$ cat src/rtl/uart_pkg.sv
// Shared definitions for the UART transmit arbiter: FSM state encoding,
// default frame width and the index-width helper.
package uart_pkg;

  typedef enum logic [1:0] {
    ST_IDLE = 2'b00,
    ST_SEND = 2'b01,
    ST_WAIT = 2'b10
  } state_e;

  localparam int NB_DATA_DEF = 8;

  function automatic int clog2(input int n);
    int w;
    w = 0;
    while ((1 << w) < n) w++;
    return (w == 0) ? 1 : w;
  endfunction

endpackage

$ cat src/rtl/uart_tx_arbiter_rr_picker.sv
// Combinational round-robin search: first set request at or above the
// pointer, wrapping past N_REQ-1 back to 0.
module rr_picker #(
  parameter int N_REQ  = 4,
  parameter int NB_IDX = 2
) (
  input  logic [N_REQ-1:0]  i_req,
  input  logic [NB_IDX-1:0] i_ptr,
  output logic              o_found,
  output logic [NB_IDX-1:0] o_idx
);

  // NOTE: every output gets a value before the loop so no path leaves one
  // unassigned, which would otherwise infer a latch.
  always_comb begin
    o_found = 1'b0;
    o_idx   = '0;
    for (int i = 0; i < N_REQ; i++) begin
      if (!o_found && i_req[(int'(i_ptr) + i) % N_REQ]) begin
        o_found = 1'b1;
        o_idx   = NB_IDX'((int'(i_ptr) + i) % N_REQ);
      end
    end
  end

endmodule

$ cat src/rtl/uart_tx_arbiter.sv
// Shares one UART transmitter between N_REQ byte producers: round-robin
// grant, one-cycle start, wait for done tick with a watchdog abort.
module uart_tx_arbiter
  import uart_pkg::*;
#(
  parameter int NB_DATA        = NB_DATA_DEF,
  parameter int N_REQ          = 4,
  parameter int NB_IDX         = clog2(N_REQ),
  parameter int TIMEOUT_CYCLES = 1_000_000,
  parameter int NB_TIMEOUT     = 20
) (
  input  logic                     i_clk,
  input  logic                     i_reset,
  input  logic [N_REQ-1:0]         i_req,
  input  logic [N_REQ*NB_DATA-1:0] i_data,
  output logic [N_REQ-1:0]         o_ack,
  output logic [N_REQ-1:0]         o_done,
  output logic [NB_IDX-1:0]        o_grant_idx,
  output logic                     o_busy,
  output logic                     o_error,
  output logic                     o_tx_start,
  output logic [NB_DATA-1:0]       o_tx_data,
  input  logic                     i_tx_done_tick
);

  state_e                state_q, state_d;
  logic [NB_IDX-1:0]     ptr_q, ptr_d;
  logic [NB_IDX-1:0]     grant_q, grant_d;
  logic [NB_DATA-1:0]    data_q, data_d;
  logic [NB_TIMEOUT-1:0] wdog_q, wdog_d;
  logic [N_REQ-1:0]      ack_q, ack_d;
  logic [N_REQ-1:0]      done_q, done_d;
  logic                  start_q, start_d;
  logic                  busy_q, busy_d;
  logic                  error_q, error_d;

  logic                  pick_found;
  logic [NB_IDX-1:0]     pick_idx;

  rr_picker #(
    .N_REQ  (N_REQ),
    .NB_IDX (NB_IDX)
  ) u_picker (
    .i_req   (i_req),
    .i_ptr   (ptr_q),
    .o_found (pick_found),
    .o_idx   (pick_idx)
  );

  always_comb begin
    state_d = state_q;
    ptr_d   = ptr_q;
    grant_d = grant_q;
    data_d  = data_q;
    wdog_d  = wdog_q;
    error_d = error_q;
    ack_d   = '0;
    done_d  = '0;
    start_d = 1'b0;

    case (state_q)
      ST_IDLE: begin
        if (pick_found) begin
          data_d  = i_data[int'(pick_idx)*NB_DATA +: NB_DATA];
          grant_d = pick_idx;
          ptr_d   = (int'(pick_idx) == N_REQ - 1) ? '0 : pick_idx + 1'b1;
          ack_d   = N_REQ'(1) << pick_idx;
          start_d = 1'b1;
          state_d = ST_SEND;
        end
      end
      ST_SEND: begin
        wdog_d  = '0;
        state_d = ST_WAIT;
      end
      ST_WAIT: begin
        // A done tick on the timeout cycle still counts as a good frame.
        if (i_tx_done_tick) begin
          done_d  = N_REQ'(1) << grant_q;
          state_d = ST_IDLE;
        end else if (wdog_q == NB_TIMEOUT'(TIMEOUT_CYCLES - 1)) begin
          error_d = 1'b1;
          state_d = ST_IDLE;
        end else begin
          wdog_d = wdog_q + 1'b1;
        end
      end
      default: state_d = ST_IDLE;
    endcase

    busy_d = (state_d != ST_IDLE);
  end

  // NOTE: state registers use non-blocking assignments so every flop samples
  // the pre-edge values, independent of statement order.
  always_ff @(posedge i_clk) begin
    if (i_reset) begin
      state_q <= ST_IDLE;
      ptr_q   <= '0;
      grant_q <= '0;
      data_q  <= '0;
      wdog_q  <= '0;
      ack_q   <= '0;
      done_q  <= '0;
      start_q <= 1'b0;
      busy_q  <= 1'b0;
      error_q <= 1'b0;
    end else begin
      state_q <= state_d;
      ptr_q   <= ptr_d;
      grant_q <= grant_d;
      data_q  <= data_d;
      wdog_q  <= wdog_d;
      ack_q   <= ack_d;
      done_q  <= done_d;
      start_q <= start_d;
      busy_q  <= busy_d;
      error_q <= error_d;
    end
  end

  assign o_ack       = ack_q;
  assign o_done      = done_q;
  assign o_grant_idx = grant_q;
  assign o_busy      = busy_q;
  assign o_error     = error_q;
  assign o_tx_start  = start_q;
  assign o_tx_data   = data_q;

endmodule

$ cat config.mk
export PLATFORM = sky130hd
export DESIGN_NAME = uart_tx_arbiter
export DESIGN_NICKNAME = d
export VERILOG_FILES = /design/src/rtl/uart_pkg.sv /design/src/rtl/uart_tx_arbiter_rr_picker.sv /design/src/rtl/uart_tx_arbiter.sv
export SDC_FILE = /design/constraint.sdc
export NUM_CORES = 1
export LEC_CHECK = 0
export CORE_ASPECT_RATIO = 0.6
export CORE_MARGIN = 2
export CORE_UTILIZATION = 40
export CTS_CLUSTER_DIAMETER = 200
export CTS_CLUSTER_SIZE = 10
export DETAILED_ROUTE_END_ITERATION = 10
export DONT_BUFFER_PORTS = 1
export PLACE_DENSITY_LB_ADDON = 0.1
export SLEW_MARGIN = 20
export SYNTH_ARGS = -nofsm -noshare
export SYNTH_HDL_FRONTEND = slang
export SYNTH_SLANG_ARGS = --single-unit
$ cat constraint.sdc
create_clock -name i_clk -period 2.49 [get_ports i_clk]
set_clock_uncertainty 0.2 [all_clocks]
set_input_delay 0.498 -clock i_clk [delete_from_list [all_inputs] [get_ports i_clk]]
set_output_delay 0.498 -clock i_clk [all_outputs]
set_load 0.02 [all_outputs]
==> flow_summary.toml, run 1 <==
[power_and_ir_drop]
power.internal_uw = 1070
total_switching_power_uw = 503
p_leak_uw = 0.000891
power_frac_clock_pct = 30.0
power_frac_comb_pct = 15.5
swShare_pct = 31.9
power.ir.vdd_worst_v = 0.000340
cellPowerDensity_mw_per_mm2 = 676
share_seq_of_total_power_pct = 54.4

[sta]
max_slew_headroom_at_the_worst_pin_pct = 52.1
fin_crit_sh_pct = 82.0
setup_slack_ns = 0.448
grt_setup_unrepaired = "false"
timing_max_transition_violations_final = 0
number_of_endpoints_failing_setup_at_the_final_stage = 0
tightestPinTransition_ns = 0.713
post-route-min-period_ns = 2.04
max_freq_mhz = 490
hold_violations = 0
setup-tns-final_ns = 0

[finish]
n_antenna_cell = 0
mostFrequentLayoutCell = "dfxtp_1"
syn_to_final_growth_pct = 8.18
most-common-layout-cells = "45 x dfxtp_1, 30 x nor2_1, 23 x nand2_1"
finalCoreUtilization_pct = 45.5
post-route-cell-area_mm2 = 0.00233
share_of_cells_above_drive_strength_1_pct = 7.60
finish.net_count = 289

[placement]
dp_worst_setup_slack_ns = 0.244
buffer_ports.inserted = 0
postPlaceCellArea_mm2 = 0.00224
dp_hpwl_um = 3750
routabilityCongestion = 0.729

[floorplan]
initial_cell_density_of_the_core_pct = 42.0
core.rowCount = 20
floorplan.die_area_mm2 = 0.00601
dieHeight_um = 60.9
boundaryPins = 60
die-width_um = 98.8
fp.coreArea_mm2 = 0.00513

[job]
maxCapViolCount = 0

[clock_tree]
clkSlewWorstSetupHoldPaths_ns = 0.10
clkSinkCount = 45
cts_resized = 0
cts_max_path_buffers = 2
clock_latency_ns = 0.30
hold_buffers = 0
clock_tree.root_cell = "clkbuf_8"
clock_tree_from_tritoncts = "yes"
tritoncts.num_buffers = 5
htreeDepth = 2
cts_setup_buffers = 0

[logic_synthesis]
ys_dominant_reg_cell = "dfxtp_1"
syn_nets = 284
synth_edf_count = 0
synth-seq-cells = 45
synthesis.area_mm2 = 0.00216
post_synth_inst_count = 244
ys_async_sr_fraction_pct = 0
synth-seq-area-share_pct = 41.8
syn_avg_cell_area_um2 = 8.84
yosysUniqueCellTypes = 50
synth.yosys.warnings = 0

[critical_path]
slowest_stage = "dfxtp_1"
critical-path-max-stage-delay_ns = 0.52
timing.critical_path.buf_inv = 0
crit_path_end = "wdog_q[17]"
worst_r2r_startpoint = "state_q[0]"
worst_setup_path_startpoint = "state_q[0]"
rr_endpoint = "wdog_q[17]"
critical_path_peak_fanout = 9
cp.depth = 5
start_kind = "register"
path_class = "register to register"
worst_r2r_path_depth = 5
timing.critical_path.cells = "nor2b_1, o2111a_1, o2111ai_1, xor2_1, nor2_1"
critPathCaptureType = "register"
critical_path_arrival_ns = 2.01
worst-r2r-setup-slack_ns = 0.45
critical_path.top_delay_family = "compound AO/OA/AOI/OAI gates"
cp_data_required_time_ns = 2.46

[grt]
antenna_found_initial = 0
number_of_global_route_vias_before_repair = 1541
grt_start_max_net_pins = 18
global_route.usage.total_pct = 16.8
overflow = 0
global_route_wire_length_before_repair_um = 7870

[min_path]
hold_path.class = "input port to register"

[route]
route.detailed.vias_per_inst = 5.45
detailedRoute.firstIterationViolations = 45
first_pass_iters = 4
routed-via-count = 1721
drt_drc_violations_left = 0
antenna_left = 0
avgRoutedWirePerCell_um = 15.7
finalWirelength_um = 4970

[outcome]
run_status = "finished, final reports clean"
==> kinds of logic (layout without fill, tap and decap cells) <==
family | after synthesis | after routing | synth area share [%]
AOI/OAI and AO/OA | 51 | 51 | 17.4
xor gates and xnor gates | 16 | 16 | 6.50
adders and majority gates | 1 | 1 | 0.580
buffers and inverters | 12 | 18 | 2.79
DFF | 45 | 45 | 41.8
muxes | 8 | 8 | 3.71
and+or+nand+nor | 111 | 111 | 27.3
==> metrics by stage <==
stage               hold WS [ns]  cells  total power (uW)
finish                    0.0494    316              1580
global route              0.0291    316              1660
CTS                       0.0354    316              1600
floorplan                  0.272    244              1060
detailed placement         0.292    308              1120
global placement           0.296    308              1120
==> area by class of cell <==
cell class                      instances  area (um^2)
Clock inverter                          3         25.0
Inverter                                4         15.0
Fill cell                             516         2800
Timing Repair Buffer                    6         45.0
Clock buffer                            5         68.8
Tap cell                               66         82.6
Sequential cell                        45          901
Multi-Input combinational cell        187         1190
==> Yosys cell counts (3+ instances only) <==
cell / count / area (um^2)
nand2b_1: 5 / 31.3
dfxtp_1: 45 / 901
xor2_1: 14 / 123
nor3b_1: 3 / 22.5
a21o_1: 7 / 52.6
o211ai_1: 9 / 67.6
nor4bb_1: 3 / 30.0
inv_1: 4 / 15.0
nand4_1: 5 / 31.3
nor2b_1: 3 / 18.8
a21oi_1: 7 / 35.0
nand2_1: 23 / 86.3
buf_2: 3 / 15.0
o21ai_0: 10 / 50.1
nand3_1: 18 / 90.1
and3_1: 5 / 31.3
nor2_1: 30 / 113
mux2i_1: 8 / 80.1
clkbuf_1: 3 / 11.3
==> flip-flops by register name, summed over array words and instances (netlist names) <==
signal and cells:
o_tx_start 1, state_q 2, o_error 1, ptr_q 2
o_done 4, o_busy 1, o_tx_data 8, wdog_q 20
o_ack 4, o_grant_idx 2
==> how the worst min path moves through the flow <==
| stage | depth (start not counted) | start | to |
|---|---|---|---|
| 2_1_floorplan | 2 | wdog_q[19] | wdog_q[19] |
| 3_3_place_gp | 2 | wdog_q[19] | wdog_q[19] |
| 3_5_place_dp | 2 | wdog_q[19] | wdog_q[19] |
| 4_1_cts | 1 | i_reset | ptr_q[1] |
| 5_1_grt | 1 | i_reset | o_grant_idx[1] |
| 6_report | 1 | i_reset | o_grant_idx[1] |
==> layer usage <==
layer	vias to the layer above	track usage (%)	part of all wire (%)
li1	898	-	-
met1	772	26.5	56
met2	46	19.3	35
met3	5	6.80	7.5
met4	0	6.07	0.92
met5	-	0	0
==> power by group through the flow <==
stage	combinational, uW	clock [uW]	sequential (uW)
floorplan	201	0	863
global placement	241	0	876
detailed placement	247	0	876
CTS	247	491	860
global route	272	520	867
finish	245	474	859
Note: power is estimated with default switching activity, not from simulation.
==> inputs of run 2 (changes only) <==
ABC_AREA = 1   (was default)
clock period = 1.81 ns   (was 2.49 ns; I/O delays follow)
==> run 2 against run 1 <==
The run now ends with setup timing left. Cell count is 88% higher. Clock power grew 130%. First-iteration DRC count rose to 6.1 times the previous value. Total power grew to 4.0 times the previous value. Sequential share of layout area decreased by 17 points. Critical endpoint is now ptr_q[1]. Die area is 27% higher.
==> flow_summary.toml, run 2 <==
[logic_synthesis]
synth_common_cells = "118 x nand2_1, 68 x inv_1, 48 x nand3_1, 45 x dfxtp_1, 45 x nor2_1"
synth_compound_gate_area_share_pct = 6.49
synth-seq-cells = 45
area_share_of_and_or_nand_nor_cells_after_synthesis_pct = 44.1
synth.area.mux_share_pct = 0
cell_type_with_the_largest_total_area_after_synthesis = "dfxtp_1"
post-synth-top-count-cell = "nand2_1"
synth-seq-area-share_pct = 32.4
synth-xor-area-share_pct = 2.84
synth_edf_count = 0
syn_avg_cell_area_um2 = 6.28
synth_fa_ha_area_share_pct = 0.450
synth.yosys.warnings = 0
synthesis.area_mm2 = 0.00278
post_synth_inst_count = 442
syn_nets = 482
yosysUniqueCellTypes = 33
synth_top_cell_area_share_pct = 32.4
synth.top_cells.by_area = "dfxtp_1 32%, nand2_1 16%, inv_1 9.2%"
ys_dominant_reg_cell = "dfxtp_1"
synth_top_family_by_area = "simple AND/OR/NAND/NOR gates"
ys_async_sr_fraction_pct = 0

[critical_path]
cell_repeated_most_along_the_worst_path = "nand2_1"
timing.critical_path.buf_inv = 2
cp_data_required_time_ns = 1.84
slowest_stage = "dfxtp_4"
critical_path_peak_fanout = 6
timing.critical_path.cells = "buf_8, nand2_1, nand2_1, nand2_1, nand2_1, nand2_1, nand2_1, nand2_2, nand3_4, buf_6, nor2_4, nand2_1, o21ai_1, nand2_1, nand2_1"
critPathCaptureType = "register"
critical-path-max-stage-delay_ns = 0.39
path_class = "register to register"
critical_path.top_delay_family = "simple AND/OR/NAND/NOR gates"
critical_path_arrival_ns = 2.07
start_kind = "register"

[route]
avgRoutedWirePerCell_um = 15.0
drt_drc_violations_left = 0
routed-via-count = 3129
finalWirelength_um = 8900
detailedRoute.firstIterationViolations = 274
route.detailed.vias_per_inst = 5.26
antenna_left = 0
first_pass_iters = 5

[floorplan]
initial_cell_density_of_the_core_pct = 41.4
floorplan.die_area_mm2 = 0.00765
core.rowCount = 23
die-width_um = 112
boundaryPins = 60
fp.coreArea_mm2 = 0.00671
dieHeight_um = 68.6

[clock_tree]
clkSlewWorstSetupHoldPaths_ns = 0.07
clock_tree_from_tritoncts = "yes"
htreeDepth = 2
clock_latency_ns = 0.29
tritoncts.num_buffers = 5
clock_tree.root_cell = "clkbuf_16"
clkSinkCount = 45
cts_max_path_buffers = 2

[finish]
finalCoreUtilization_pct = 62.3
finalNonFillerCells = 595
mostFrequentLayoutCell = "nand2_1"
post-route-cell-area_mm2 = 0.00418
largest_reg_flops = 20
share_of_cells_above_drive_strength_1_pct = 39.2
n_fill_cell = 595
most-common-layout-cells = "74 x nand2_1, 62 x inv_1, 52 x buf_4"
n_antenna_cell = 0
syn_to_final_growth_pct = 50.5
finish.net_count = 547
registers.top_by_ff_count = "wdog_q"

[placement]
buffer_ports.inserted = 0
postPlaceCellArea_mm2 = 0.00331
dp_hpwl_um = 5810
dp_worst_setup_slack_ns = -0.200
routabilityCongestion = 0.884
dp_cells = 571

[grt]
global_route.usage.total_pct = 22.2
number_of_global_route_vias_before_repair = 2798
grt_start_max_net_pins = 32
overflow = 0
global_route_wire_length_before_repair_um = 13500
antenna_found_initial = 0

[sta]
grt_setup_unrepaired = "true"
max_freq_mhz = 491
setup_slack_ns = -0.225
hold_violations = 0
post-route-min-period_ns = 2.04
tightestPinTransition_ns = 0.404
fin_crit_sh_pct = 112
number_of_endpoints_failing_setup_at_the_final_stage = 38
timing_max_transition_violations_final = 0
max_slew_headroom_at_the_worst_pin_pct = 73.1

[power_and_ir_drop]
power.ir.vdd_worst_v = 0.000895
fin_total_pwr_uw = 6300
cellPowerDensity_mw_per_mm2 = 1510
p_leak_uw = 0.00196

[outcome]
violations = "setup timing"
run_status = "complete, but fails checks"

[job]
maxCapViolCount = 0

[min_path]
hold_path.class = "input port to register"
==> run 2: layer usage <==
layer	GRT usage, %	up-vias	wire length (um)
met5	0	-	0
met4	3.55	0	48
met3	6.64	9	828
met2	33.5	121	3700
met1	31.9	1450	4320
li1	-	1549	-
==> run 2: power breakdown <==
part	switching (uW)	internal [uW]	leakage (uW)
Combinational	2050	1640	0.00151
Clock	409	661	0.0000848
Sequential	352	1190	0.000370
Total	2810	3490	0.00196
==> run 2: per-stage QoR <==
stage	TNS, ns	hold WS (ns)
after floorplan	-0.0962	0.257
after global placement	-3.59	0.237
after detailed placement	-3.96	0.241
after CTS	-2.52	-0.0712
after global routing	-7.94	0.0245
final	-5.02	0.0227
==> run 2: layout make-up <==
type	instances	area, um^2	area share [%]
sequential	45	912	21.8
tap	87	109	2.60
inverter	72	290	6.94
multi-input combinational	309	1950	46.7
clock inverter	3	47.5	1.14
timing repair buffer	74	743	17.8
clock buffer	5	125	2.99
==> run 2: timing repair <==
item	4_1_cts	5_1_grt
pin swaps	14	36
setup buffers	2	8
hold buffers	1	1
resized for setup	50	93
hold endpoints to repair	21	21
gates cloned	2	4
endpoints found under the setup margin	37	41
==> run 2: logic make-up (layout without fill, tap and decap cells) <==
kind of cell,Yosys count,count (layout)
AO/OA/AOI/OAI,33,33
XOR/XNOR,9,9
buffers and inverters,88,154
adder cells (fa/ha/maj),1,1
flip-flops,45,45
AND/OR/NAND/NOR,266,266
==> run 2: path summary, 6_finish.rpt <==
path | from | end | slack, ns | cells after the start
worst max register to register | ptr_q[0] | ptr_q[1] | -0.23 | 15
worst min-delay path | i_reset | o_tx_data[4] | 0.02 | 3
worst min register to register | wdog_q[19] | wdog_q[19] | 0.29 | 2
worst max-delay path | ptr_q[0] | ptr_q[1] | -0.23 | 15
==> run 2: worst min-delay path, cell delays in order <==
cell and delay, ns:
nor2_1 0.03, nand2_1 0.05, inv_1 0.03
==> inputs of run 3 (changes only) <==
CORE_UTILIZATION = 29   (was 40)
CTS_BUF_LIST = sky130_fd_sc_hd__clkbuf_4 sky130_fd_sc_hd__clkbuf_8   (was default)
==> run 3 against run 2 <==
The flow finishes with violations (hold timing, setup timing). Die area up 36%. Via count grew 0.32%. Clock power shrank 11%. Sequential power about the same. Fmax is 2.4% higher. First-iteration DRC count shrank 9.9%. Critical path depth stayed put. Global-route usage shrank 3.2 points. Clock-buffer cell count unchanged. Cell area is 7.6% higher. Routed wire length rose by 12%. Cell count up 9.6%. Largest cell class unchanged.
==> flow_summary.toml, run 3 (same netlist as run 2, synthesis figures left out) <==
[critical_path]
worst-r2r-setup-slack_ns = -0.18
worst_r2r_path_depth = 15
critical_path_peak_fanout = 8
critPathCaptureType = "register"
timing.critical_path.buf_inv = 5
cell_repeated_most_along_the_worst_path = "nand2_2"
rr_endpoint = "o_tx_data[2]"
critical_path.top_delay_family = "simple AND/OR/NAND/NOR gates"
timing.critical_path.cells = "buf_6, nand2_2, nand2_2, nand2_2, nand2_2, nor2_4, nand3_4, buf_6, nand2_8, inv_8, buf_12, nor2_4, nor2_1, nand2_1, inv_1"
path_class = "register to register"
critical-path-max-stage-delay_ns = 0.39
cp_data_required_time_ns = 1.82
slowest_stage = "dfxtp_4"
critical_path_arrival_ns = 2.00
start_kind = "register"
worst_r2r_startpoint = "ptr_q[0]"

[route]
detailedRoute.firstIterationViolations = 247
routed-via-count = 3139
drt_drc_violations_left = 0
antenna_left = 0
route.detailed.vias_per_inst = 4.81
finalWirelength_um = 9940
first_pass_iters = 5
avgRoutedWirePerCell_um = 15.2

[placement]
dp_worst_setup_slack_ns = -0.202
buffer_ports.inserted = 0
dp_cells = 622
routabilityCongestion = 0.858
dp_hpwl_um = 6440

[floorplan]
boundaryPins = 60
floorplan.die_area_mm2 = 0.0104
initial_cell_density_of_the_core_pct = 30.0
core.rowCount = 27
fp.coreArea_mm2 = 0.00926
dieHeight_um = 79.8
die-width_um = 130

[sta]
hold_slack_ns = -0.00232
timing_max_transition_violations_final = 0
number_of_endpoints_failing_setup_at_the_final_stage = 38
hold_violations = 1
grt_setup_unrepaired = "true"
post-route-min-period_ns = 1.99
max_freq_mhz = 503
setup_slack_ns = -0.177
max_slew_headroom_at_the_worst_pin_pct = 72.0
tightestPinTransition_ns = 0.419
fin_crit_sh_pct = 110

[power_and_ir_drop]
fin_total_pwr_uw = 6840
cellPowerDensity_mw_per_mm2 = 1520
power.ir.vdd_worst_v = 0.000649
p_leak_uw = 0.00209

[finish]
n_antenna_cell = 0
registers.top_by_ff_count = "wdog_q"
share_of_cells_above_drive_strength_1_pct = 45.4
most-common-layout-cells = "66 x nand2_1, 65 x inv_1, 61 x buf_4"
finish.net_count = 561
finalNonFillerCells = 652
largest_reg_flops = 20
mostFrequentLayoutCell = "nand2_1"
syn_to_final_growth_pct = 61.9

[clock_tree]
htreeDepth = 2
clock_tree.root_cell = "clkbuf_8"
clock_tree_from_tritoncts = "yes"
clkSlewWorstSetupHoldPaths_ns = 0.10
cts_max_path_buffers = 2
clock_latency_ns = 0.31
tritoncts.num_buffers = 5
clkSinkCount = 45

[grt]
overflow = 0
global_route_wire_length_before_repair_um = 15000
antenna_found_initial = 0
number_of_global_route_vias_before_repair = 2914
grt_start_max_net_pins = 32
global_route.usage.total_pct = 18.9

[min_path]
worstHoldPathCells = 3
hold_path.class = "input port to register"
hold_path.startpoint = "i_reset"
min_delay_worst_endpoint = "o_tx_data[5]"

[outcome]
violations = "hold timing, setup timing"
run_status = "complete, but fails checks"

[job]
maxCapViolCount = 0
-- run 3: repair_timing --
| item | in CTS | in global routing |
|---|---|---|
| gates cloned | 7 | 1 |
| gates resized for setup | 77 | 111 |
| endpoints found under the hold margin | 28 | 22 |
| setup endpoints to repair | 38 | 41 |
| pin swaps | 16 | 48 |
| buffers inserted | 13 | 7 |
-- run 3: power by group --
part	total [uW]	leakage [uW]	internal [uW]	switching [uW]
clock	953	0.0000687	556	397
combinational	4350	0.00165	2020	2320
sequential	1540	0.000370	1180	362
-- run 3: worst max-delay path by stage --
stage,startpoint,end,slack (ns),cells after the start
floorplan,ptr_q[0],o_tx_data[0],-0.01,15
global placement,ptr_q[0],o_tx_data[5],-0.15,14
detailed placement,ptr_q[0],o_tx_data[0],-0.20,14
CTS,ptr_q[0],ptr_q[1],-0.15,15
global route,ptr_q[0],o_tx_data[7],-0.30,15
finish,ptr_q[0],o_tx_data[2],-0.18,15
-- run 3: tightest hold or removal path, delay by kind of cell --
kind	cells	cell delay [ns]
and+or+nand+nor	2	0.08
buffers and inverters	1	0.03
-- run 3: per-layer routing --
metal  global-route usage, %  vias to the layer above  share of wire, %
li1                        -                     1578                 -
met5                       0                        -                 0
met3                    4.89                        4               8.5
met1                    30.2                     1459                53
met4                    3.51                        0              0.55
met2                    24.7                       98                38
-- run 3: area by class of cell --
type / count / area [um^2]
multi-input cells: 309 / 2090
flip-flops and latches: 45 / 911
well taps: 130 / 163
fillers: 927 / 4760
clock inverters: 3 / 68.8
clock buffers: 5 / 68.8
inverters: 72 / 290
repair buffers: 88 / 902
-- run 3: per-stage QoR --
step | setup TNS, ns | utilization, % | hold slack, ns | area [um^2]
finish | -3.00 | 48.6 | -0.00232 | 4500
global route | -6.99 | 48.6 | 0.000722 | 4500
CTS | -2.40 | 44.0 | -0.119 | 4070
detailed placement | -3.03 | 37.0 | 0.241 | 3430
global placement | -1.91 | 37.0 | 0.237 | 3430
floorplan | -0.0962 | - | 0.257 | 2810
